==> config.mk <==
export PLATFORM = sky130hd
export DESIGN_NAME = inst_encoder
export DESIGN_NICKNAME = d
export VERILOG_FILES = /design/src/rtl/enc_pkg.sv /design/src/rtl/sync_fifo.sv /design/src/rtl/inst_encoder.sv
export SDC_FILE = /design/constraint.sdc
export NUM_CORES = 1
export LEC_CHECK = 0
export CORE_ASPECT_RATIO = 0.5
export CORE_UTILIZATION = 54
export CTS_BUF_LIST = sky130_fd_sc_hd__clkbuf_8
export DETAILED_ROUTE_END_ITERATION = 8
export PLACE_DENSITY_LB_ADDON = 0.1
export SYNTH_ARGS = -nofsm -noshare
export SYNTH_HDL_FRONTEND = slang
export SYNTH_SLANG_ARGS = --single-unit
export TNS_END_PERCENT = 100
==> constraint.sdc <==
create_clock -name clk -period 4.05 [get_ports clk]
set_input_delay 1.0125 -clock clk [delete_from_list [all_inputs] [get_ports clk]]
set_output_delay 1.0125 -clock clk [all_outputs]
set_load 0.02 [all_outputs]
==> src/rtl/enc_pkg.sv <==
// Shared types and constants for the RV32I instruction encoder.
package enc_pkg;

  typedef enum logic [2:0] {
    FMT_R  = 3'd0,
    FMT_I  = 3'd1,
    FMT_S  = 3'd2,
    FMT_SB = 3'd3,
    FMT_U  = 3'd4,
    FMT_UJ = 3'd5
  } fmt_e;

  localparam logic [6:0] OPC_I_COMP  = 7'h13;
  localparam logic [6:0] OPC_I_LOAD  = 7'h03;
  localparam logic [6:0] OPC_I_JALR  = 7'h67;
  localparam logic [6:0] OPC_S       = 7'h23;
  localparam logic [6:0] OPC_SB      = 7'h63;
  localparam logic [6:0] OPC_U_LUI   = 7'h37;
  localparam logic [6:0] OPC_U_AUIPC = 7'h17;
  localparam logic [6:0] OPC_UJ      = 7'h6F;

  localparam logic [31:0] NOP = 32'h0000_0013;

endpackage

==> src/rtl/sync_fifo.sv <==
// Synchronous FIFO; full/empty come from an extra pointer wrap bit.
module sync_fifo #(
  parameter int WIDTH = 33,
  parameter int DEPTH = 2
) (
  input  logic             clk,
  input  logic             reset,
  input  logic             push,
  input  logic [WIDTH-1:0] wdata,
  input  logic             pop,
  output logic [WIDTH-1:0] rdata,
  output logic             full,
  output logic             empty
);

  localparam int AW = $clog2(DEPTH);

  logic [WIDTH-1:0] mem [DEPTH];
  logic [AW:0]      wr_ptr;
  logic [AW:0]      rd_ptr;

  assign full  = (wr_ptr[AW] != rd_ptr[AW]) && (wr_ptr[AW-1:0] == rd_ptr[AW-1:0]);
  assign empty = (wr_ptr == rd_ptr);
  assign rdata = mem[rd_ptr[AW-1:0]];

  // Storage is cleared on reset so the read port shows zero while empty.
  always_ff @(posedge clk) begin
    if (reset) begin
      wr_ptr <= '0;
      rd_ptr <= '0;
      for (int i = 0; i < DEPTH; i++) begin
        mem[i] <= '0;
      end
    end else begin
      if (push) begin
        mem[wr_ptr[AW-1:0]] <= wdata;
        wr_ptr              <= wr_ptr + (AW+1)'(1);
      end
      if (pop) begin
        rd_ptr <= rd_ptr + (AW+1)'(1);
      end
    end
  end

endmodule

==> src/rtl/inst_encoder.sv <==
// Packs RV32I fields plus an immediate into an instruction word, buffered by a FIFO.
// Optional immediate range checking is enabled with `define IMM_RANGE_CHK_EN.
module inst_encoder
  import enc_pkg::*;
#(
  parameter int DEPTH = 2,
  parameter int CNT_W = 32
) (
  input  logic             clk,
  input  logic             reset,
  input  logic             in_valid,
  output logic             in_ready,
  input  logic [2:0]       fmt,
  input  logic [6:0]       opcode,
  input  logic [4:0]       rd,
  input  logic [2:0]       funct3,
  input  logic [4:0]       rs1,
  input  logic [4:0]       rs2,
  input  logic [6:0]       funct7,
  input  logic [31:0]      imm,
  output logic             out_valid,
  input  logic             out_ready,
  output logic [31:0]      inst,
  output logic             err,
  output logic [CNT_W-1:0] enc_count
);

  function automatic logic [32:0] pack(
    input logic [2:0]  f,
    input logic [6:0]  opc,
    input logic [4:0]  f_rd,
    input logic [2:0]  f3,
    input logic [4:0]  f_rs1,
    input logic [4:0]  f_rs2,
    input logic [6:0]  f7,
    input logic [31:0] im
  );
    logic [31:0] w;
    logic        e;
    w = NOP;
    e = 1'b0;
    case (f)
      FMT_R:   w = {f7, f_rs2, f_rs1, f3, f_rd, opc};
      FMT_I:   w = {im[11:0], f_rs1, f3, f_rd, opc};
      FMT_S:   w = {im[11:5], f_rs2, f_rs1, f3, im[4:0], opc};
      FMT_SB:  w = {im[12], im[10:5], f_rs2, f_rs1, f3, im[4:1], im[11], opc};
      FMT_U:   w = {im[31:12], f_rd, opc};
      FMT_UJ:  w = {im[20], im[10:1], im[11], im[19:12], f_rd, opc};
      default: w = NOP;
    endcase
`ifdef IMM_RANGE_CHK_EN
    // A value fits when every bit above the field's sign bit copies it.
    case (f)
      FMT_I, FMT_S: e = (im[31:11] != {21{im[11]}});
      FMT_SB:       e = (im[31:12] != {20{im[12]}}) || im[0];
      FMT_UJ:       e = (im[31:20] != {12{im[20]}}) || im[0];
      FMT_U:        e = (im[11:0] != 12'h000);
      default:      e = 1'b0;
    endcase
`endif
    return {e, w};
  endfunction

`ifndef IMM_RANGE_CHK_EN
  logic unused_imm_lsb;
  assign unused_imm_lsb = imm[0];
`endif

  logic        push;
  logic        pop;
  logic        full;
  logic        empty;
  logic [32:0] wdata;
  logic [32:0] rdata;

  assign in_ready  = !full;
  assign out_valid = !empty;
  assign push      = in_valid && in_ready;
  assign pop       = out_valid && out_ready;
  assign wdata     = pack(fmt, opcode, rd, funct3, rs1, rs2, funct7, imm);
  assign inst      = rdata[31:0];
  assign err       = rdata[32];

  sync_fifo #(
    .WIDTH (33),
    .DEPTH (DEPTH)
  ) u_fifo (
    .clk   (clk),
    .reset (reset),
    .push  (push),
    .wdata (wdata),
    .pop   (pop),
    .rdata (rdata),
    .full  (full),
    .empty (empty)
  );

  // Completed output handshake counter, wraps naturally.
  always_ff @(posedge clk) begin
    if (reset) begin
      enc_count <= '0;
    end else if (pop) begin
      enc_count <= enc_count + CNT_W'(1);
    end
  end

endmodule

==> impl_metrics.py, run 1 <==
metrics = {
    "global_routing": {
        "gr-usage-all-layers": 0.259,
        "antenna_found_initial": 0,
        "grt_max_degree": 48,
        "grt_pass1_vias": 3767,
        "grt_overflow_total": 0,
        "grt_pass1_wl_um": 19100,
    },
    "routing": {
        "wire_per_inst_um": 17.0,
        "drt-pass1-iter-count": 5,
        "viasPerCell": 5.76,
        "drt-initial-drc-count": 365,
        "routed_wl_um": 12100,
        "vias": 4110,
        "ant_nets": 0,
        "drc": 0,
    },
    "final_layout": {
        "multi_input_area_um2": 2150,
        "finalInstanceArea_um2": 6600,
        "layout-drive-gt1-share": 0.111,
        "utilization": 0.747,
        "seqCellArea_um2": 2660,
        "nFillCells": 649,
        "area_growth_pct": 32.4,
        "nets": 664,
        "num_antenna_cells": 0,
    },
    "cts": {
        "clk_latency_ns": 0.36,
        "cts_root_buffer": "clkbuf_8",
        "hold_buffers": 0,
        "clkTransAtPathRegs_ns": 0.09,
        "htree_num_levels": 3,
        "cts_buffers": 9,
        "cts.sink_count": 101,
        "post-cts-setup-buffers": 0,
        "cts_tree": "built",
        "clockBufferDepth": 2,
        "cts_resized": 0,
    },
    "sta": {
        "max_freq_mhz": 327,
        "hold_ws_ns": 0.521,
        "slew_headroom": 0.318,
        "fin_crit_sh": 0.756,
        "timing_hold_violations_final": 0,
        "worst_pin_slew_ns": 1.02,
        "setup_ws_ns": 0.990,
        "maxSlewViolCount": 0,
        "finalSetupTns_ns": 0,
        "fin_crit_ns": 3.06,
        "rsz0062_at_grt": "no",
        "skew_ns": 0.00605,
        "finalSetupViolCount": 0,
    },
    "pwr": {
        "peakVddDrop_v": 0.000213,
        "power_density_nw_per_um2": 434,
        "p_leak_nw": 2.33,
    },
    "outcome": {
        "status": "complete, no violations",
    },
    "critical_path": {
        "cp-start-kind": "flip-flop",
        "cp.arrival_ns": 2.05,
        "crit_path_max_fanout": 32,
        "critPathKind": "flip-flop to output pin",
        "cp.required_ns": 3.04,
        "crit_path_end_kind": "output pin",
    },
    "yosys": {
        "synth-seq-cells": 101,
        "synth_top_area_frac": 0.386,
        "synth_enable_flop_cells": 64,
        "synthCells": 474,
        "synth.area.top_cells": "edfxtp_1 (39%), dfxtp_1 (15%), mux2_2 (9.3%)",
        "synthesis.area_um2": 4980,
        "yosys.area.top_type": "edfxtp_1",
        "async_reset_ff_frac": 0,
        "synth_nets": 546,
        "seq_area_frac_synth": 0.534,
        "syn_area_per_cell_um2": 10.5,
        "ys.flop_type": "edfxtp_1",
        "yosysUniqueCellTypes": 41,
        "yosys_warnings": 0,
    },
    "floorplan": {
        "io_pins": 138,
        "die_w_um": 138,
        "die_h_um": 69.9,
        "initial_core_util": 0.565,
        "rows": 24,
        "die_area_um2": 9640,
        "fp.coreArea_um2": 8830,
    },
    "worst_hold_path": {
        "worstHoldPathType": "flip-flop to flip-flop",
    },
    "run": {
        "drv_cap": 0,
    },
    "place": {
        "io_buffers": 136,
        "dp_hpwl_um": 8050,
        "placedInstanceArea_um2": 6390,
        "place_congestion": 0.819,
        "pre_cts_slack_ns": 0.783,
    },
}
## cells in the final DEF, fill, tap and decap left out, drive strengths merged, types with 2 or more instances in the layout
master,instances
mux2,41
a22oi,16
nor2,83
clkinvlp,2
o21ai,14
buf,6
a22o,4
o31ai,14
nand4,7
bufinv,2
inv,8
clkdlybuf4s50,136
a211oi,2
nor4,7
a21oi,31
and3,2
clkbuf,9
mux2i,12
nand2,22
xor2,7
and4,5
xnor2,5
o211ai,3
nor2b,18
or3,6
or4,14
edfxtp,64
nand3,9
dfxtp,37
## flip-flops by register name (all words and copies together), names as in the netlist, named ones only
name           flops
u_fifo.mem        64
enc_count         32
u_fifo.rd_ptr      2
u_fifo.wr_ptr      2
## logic make-up (layout without fill, tap and decap cells)
family,Yosys count,in the layout,synth area share
AO/OA/AOI/OAI,88,88,0.113
AND/OR/NAND/NOR,176,176,0.172
flip-flops,101,101,0.534
buffers and inverters,42,164,0.0366
other,1,1,0.000752
multiplexers,53,53,0.117
adder cells (fa/ha/maj),1,1,0.00251
XOR/XNOR,12,12,0.0241
## synthesized netlist by cell type, types with 6 or more instances
cell type  count
nor2_1        83
edfxtp_1      64
mux2_2        41
dfxtp_1       37
a21oi_1       31
nand2_1       22
nor2b_1       18
clkbuf_1      17
a22oi_1       16
o31ai_1       14
or4_1         14
o21ai_0       13
mux2i_1       12
buf_2         11
nand3_1        9
inv_1          7
nand4_1        7
nor4_1         7
or3_1          6
## final timing paths
| kind | startpoint | slack (ns) | cells past startpoint | endpoint |
|---|---|---|---|---|
| setup / recovery | flip-flop | 0.99 | 3 | inst[7] |
| hold reg to reg | enc_count[11]$_SDFFE_PP0P_ | 0.52 | 2 | enc_count[11]$_SDFFE_PP0P_ |
| setup reg to reg | enc_count[8]$_SDFFE_PP0P_ | 1.69 | 4 | enc_count[28]$_SDFFE_PP0P_ |
| hold / removal | enc_count[11]$_SDFFE_PP0P_ | 0.52 | 2 | enc_count[11]$_SDFFE_PP0P_ |
## critical path, stage by stage, from the launching register on
cell and delay [ns]:
dfxtp_1 0.32, buf_4 0.40, mux2_2 0.40, clkdlybuf4s50_1 0.56
## per-stage QoR
| stage | total power, mW | instances |
|---|---|---|
| finish | 2.86 | 713 |
| global route | 2.98 | 713 |
| CTS | 2.88 | 713 |
| detailed placement | 2.22 | 698 |
| global placement | 2.21 | 698 |
| floorplan | 1.82 | 474 |
## report_power, final
part	leakage, nW	total [mW]	switching, mW	internal, mW
Sequential	0.971	1.26	0.0446	1.21
Clock	0.100	0.669	0.330	0.339
Combinational	1.26	0.936	0.487	0.449
## layer usage
layer / wire (µm) / vias to the layer above / global-route usage
met3: 1110 / 11 / 0.0595
met1: 5370 / 1959 / 0.360
met2: 5560 / 171 / 0.415
li1: - / 1969 / -
met5: 0 / - / 0
met4: 103 / 0 / 0.0556
## area by class of cell
cell class | instances | area share
clock inverter | 6 | 0.0121
inverter | 7 | 0.00398
tap | 117 | 0.0222
sequential | 101 | 0.403
multi-input combinational | 331 | 0.326
clock buffer | 9 | 0.0188
timing repair buffer | 142 | 0.213
No activity file was read; power rests on OpenSTA's default activity.
==> inputs of run 2 (changes only) <==
Settings changed: CORE_UTILIZATION 54 to 50.
Clock period 4.05 ns to 3.2 ns, I/O delays scaled along.
==> run 2 against run 1 <==
- first-iteration DRC count decreased by 37%
- sequential power increased by 29%
- utilization decreased by 5.0 points
- worst hold slack got worse by 0.0070 ns
- sequential share of layout area decreased by 0.46 points
- global-route usage decreased by 2.2 points
- clock skew increased by 0.0030 ns
- largest power group unchanged
- via count decreased by 1.2%
==> impl_metrics.py, run 2 (synthesized netlist as in run 1, its figures left out) <==
metrics = {
    "global_routing": {
        "antenna_found_initial": 0,
        "gr-usage-all-layers": 0.238,
        "grt_pass1_wl_um": 18600,
        "grt_overflow_total": 0,
        "grt_pass1_vias": 3735,
        "grt_max_degree": 34,
    },
    "final_layout": {
        "largest_reg_flops": 64,
        "layout_commonest_cell": "clkdlybuf4s50_1",
        "top_register": "u_fifo.mem",
        "finalInstanceArea_um2": 6680,
        "largest_registers": "u_fifo.mem (64), enc_count (32)",
        "layout-drive-gt1-share": 0.118,
        "nets": 669,
        "stdcell_count": 737,
        "area_growth_pct": 34.0,
        "layout_common_cells": "clkdlybuf4s50_1 (136), nor2_1 (83), edfxtp_1 (64), mux2_2 (41), dfxtp_1 (36)",
        "num_antenna_cells": 0,
    },
    "routing": {
        "viasPerCell": 5.51,
        "drt-pass1-iter-count": 4,
        "drc": 0,
        "routed_wl_um": 12200,
        "vias": 4061,
        "wire_per_inst_um": 16.5,
        "ant_nets": 0,
        "drt-initial-drc-count": 229,
    },
    "place": {
        "io_buffers": 136,
        "placedInstanceArea_um2": 6490,
        "dp_hpwl_um": 8120,
        "pre_cts_slack_ns": 0.337,
        "placed_cells": 721,
        "place_congestion": 0.833,
    },
    "cts": {
        "post-cts-setup-buffers": 0,
        "clk_latency_ns": 0.36,
        "clkTransAtPathRegs_ns": 0.09,
        "htree_num_levels": 3,
        "cts_resized": 0,
        "clockBufferDepth": 2,
        "cts_buffers": 9,
        "hold_buffers": 0,
        "cts.sink_count": 101,
        "cts_tree": "built",
        "cts_root_buffer": "clkbuf_8",
    },
    "floorplan": {
        "rows": 25,
        "die_h_um": 72.6,
        "die_w_um": 143,
        "io_pins": 138,
        "initial_core_util": 0.521,
        "fp.coreArea_um2": 9570,
        "die_area_um2": 10400,
    },
    "sta": {
        "skew_ns": 0.00904,
        "setup_ws_ns": 0.312,
        "timing_hold_violations_final": 0,
        "slew_headroom": 0.302,
        "fin_crit_ns": 2.89,
        "fin_crit_sh": 0.903,
        "finalSetupTns_ns": 0,
        "finalSetupViolCount": 0,
        "worst_pin_slew_ns": 1.04,
        "maxSlewViolCount": 0,
        "rsz0062_at_grt": "no",
        "max_freq_mhz": 346,
    },
    "pwr": {
        "p_sw_frac": 0.307,
        "finalPower_mw": 3.59,
        "power.switching_mw": 1.10,
        "p_seq_frac": 0.454,
        "p_int_mw": 2.48,
        "combPwrFrac": 0.332,
        "p_leak_nw": 2.36,
        "clock_power_share": 0.214,
        "peakVddDrop_v": 0.000289,
        "power_density_nw_per_um2": 537,
    },
    "critical_path": {
        "cp-start-kind": "flip-flop",
        "cp.required_ns": 2.40,
        "crit_path_end_kind": "output pin",
        "cpPeakStageDelay_ns": 0.60,
        "cp_num_buf_inv": 2,
        "critPathTopFamily": "buffers and inverters",
        "worstPathCellList": "buf_4, mux2_2, clkdlybuf4s50_1",
        "critPathKind": "flip-flop to output pin",
        "cp.arrival_ns": 2.09,
        "crit_path_max_fanout": 14,
        "slowest_stage": "dfxtp_2",
    },
    "worst_hold_path": {
        "worstHoldPathType": "flip-flop to flip-flop",
    },
    "outcome": {
        "status": "complete, no violations",
    },
    "run": {
        "drv_cap": 0,
    },
}
## run 2: cell types whose count changed in the layout (fill, tap and decap cells not counted)
cell | previous run | this run
dfxtp_1 | 37 | 36
buf_4 | 6 | 8
clkinvlp_4 | 1 | 2
bufinv_16 | 2 | 1
inv_1 | 8 | 10
buf_12 | 0 | 3
clkinvlp_2 | 1 | 0
dfxtp_2 | 0 | 1
## run 2: path summary, 6_finish.rpt
| kind | from | endpoint | slack, ns | cells after the start |
|---|---|---|---|---|
| max | flip-flop | inst[10] | 0.31 | 3 |
| min | enc_count[11]$_SDFFE_PP0P_ | enc_count[11]$_SDFFE_PP0P_ | 0.51 | 2 |
| max reg2reg | u_fifo.wr_ptr[1]$_SDFFE_PP0P_ | u_fifo.mem[1][7]$_SDFFCE_PN0P_ | 1.06 | 3 |
| min reg2reg | enc_count[11]$_SDFFE_PP0P_ | enc_count[11]$_SDFFE_PP0P_ | 0.51 | 2 |
## run 2: per-layer routing
| layer | global-route usage | vias to the layer above | wire [µm] |
|---|---|---|---|
| li1 | - | 1984 | - |
| met2 | 0.410 | 125 | 5850 |
| met5 | 0 | - | 0 |
| met3 | 0.0689 | 9 | 920 |
| met1 | 0.292 | 1943 | 5280 |
| met4 | 0.0693 | 0 | 128 |
## run 2: metrics by stage
| stage | hold WS (ns) | util |
|---|---|---|
| floorplan | 0.513 | - |
| global placement | 0.492 | 0.678 |
| detailed placement | 0.496 | 0.678 |
| CTS | 0.512 | 0.698 |
| global route | 0.540 | 0.698 |
| finish | 0.513 | 0.698 |
## run 2: power groups by stage
| stage | clock network (mW) | registers, mW | logic (mW) |
|---|---|---|---|
| floorplan | 0 | 1.62 | 0.684 |
| global placement | 0 | 1.65 | 1.19 |
| detailed placement | 0 | 1.66 | 1.20 |
| CTS | 0.784 | 1.63 | 1.20 |
| global route | 0.834 | 1.64 | 1.27 |
| finish | 0.768 | 1.63 | 1.19 |
## run 2: layout make-up
type | instances | area, µm²
Fill cell | 763 | 2890
Sequential cell | 101 | 2660
Multi-Input combinational cell | 331 | 2150
Timing Repair Buffer | 147 | 1480
Tap cell | 135 | 169
Clock buffer | 9 | 124
Clock inverter | 7 | 60.1
Inverter | 7 | 26.3
## run 2: worst register-to-register path: cells and delay by family, from the launching register on
| kind | cells | cell delay (ns) |
|---|---|---|
| compound gates | 2 | 0.99 |
| xor+xnor | 1 | 0.39 |
| flops | 1 | 0.37 |
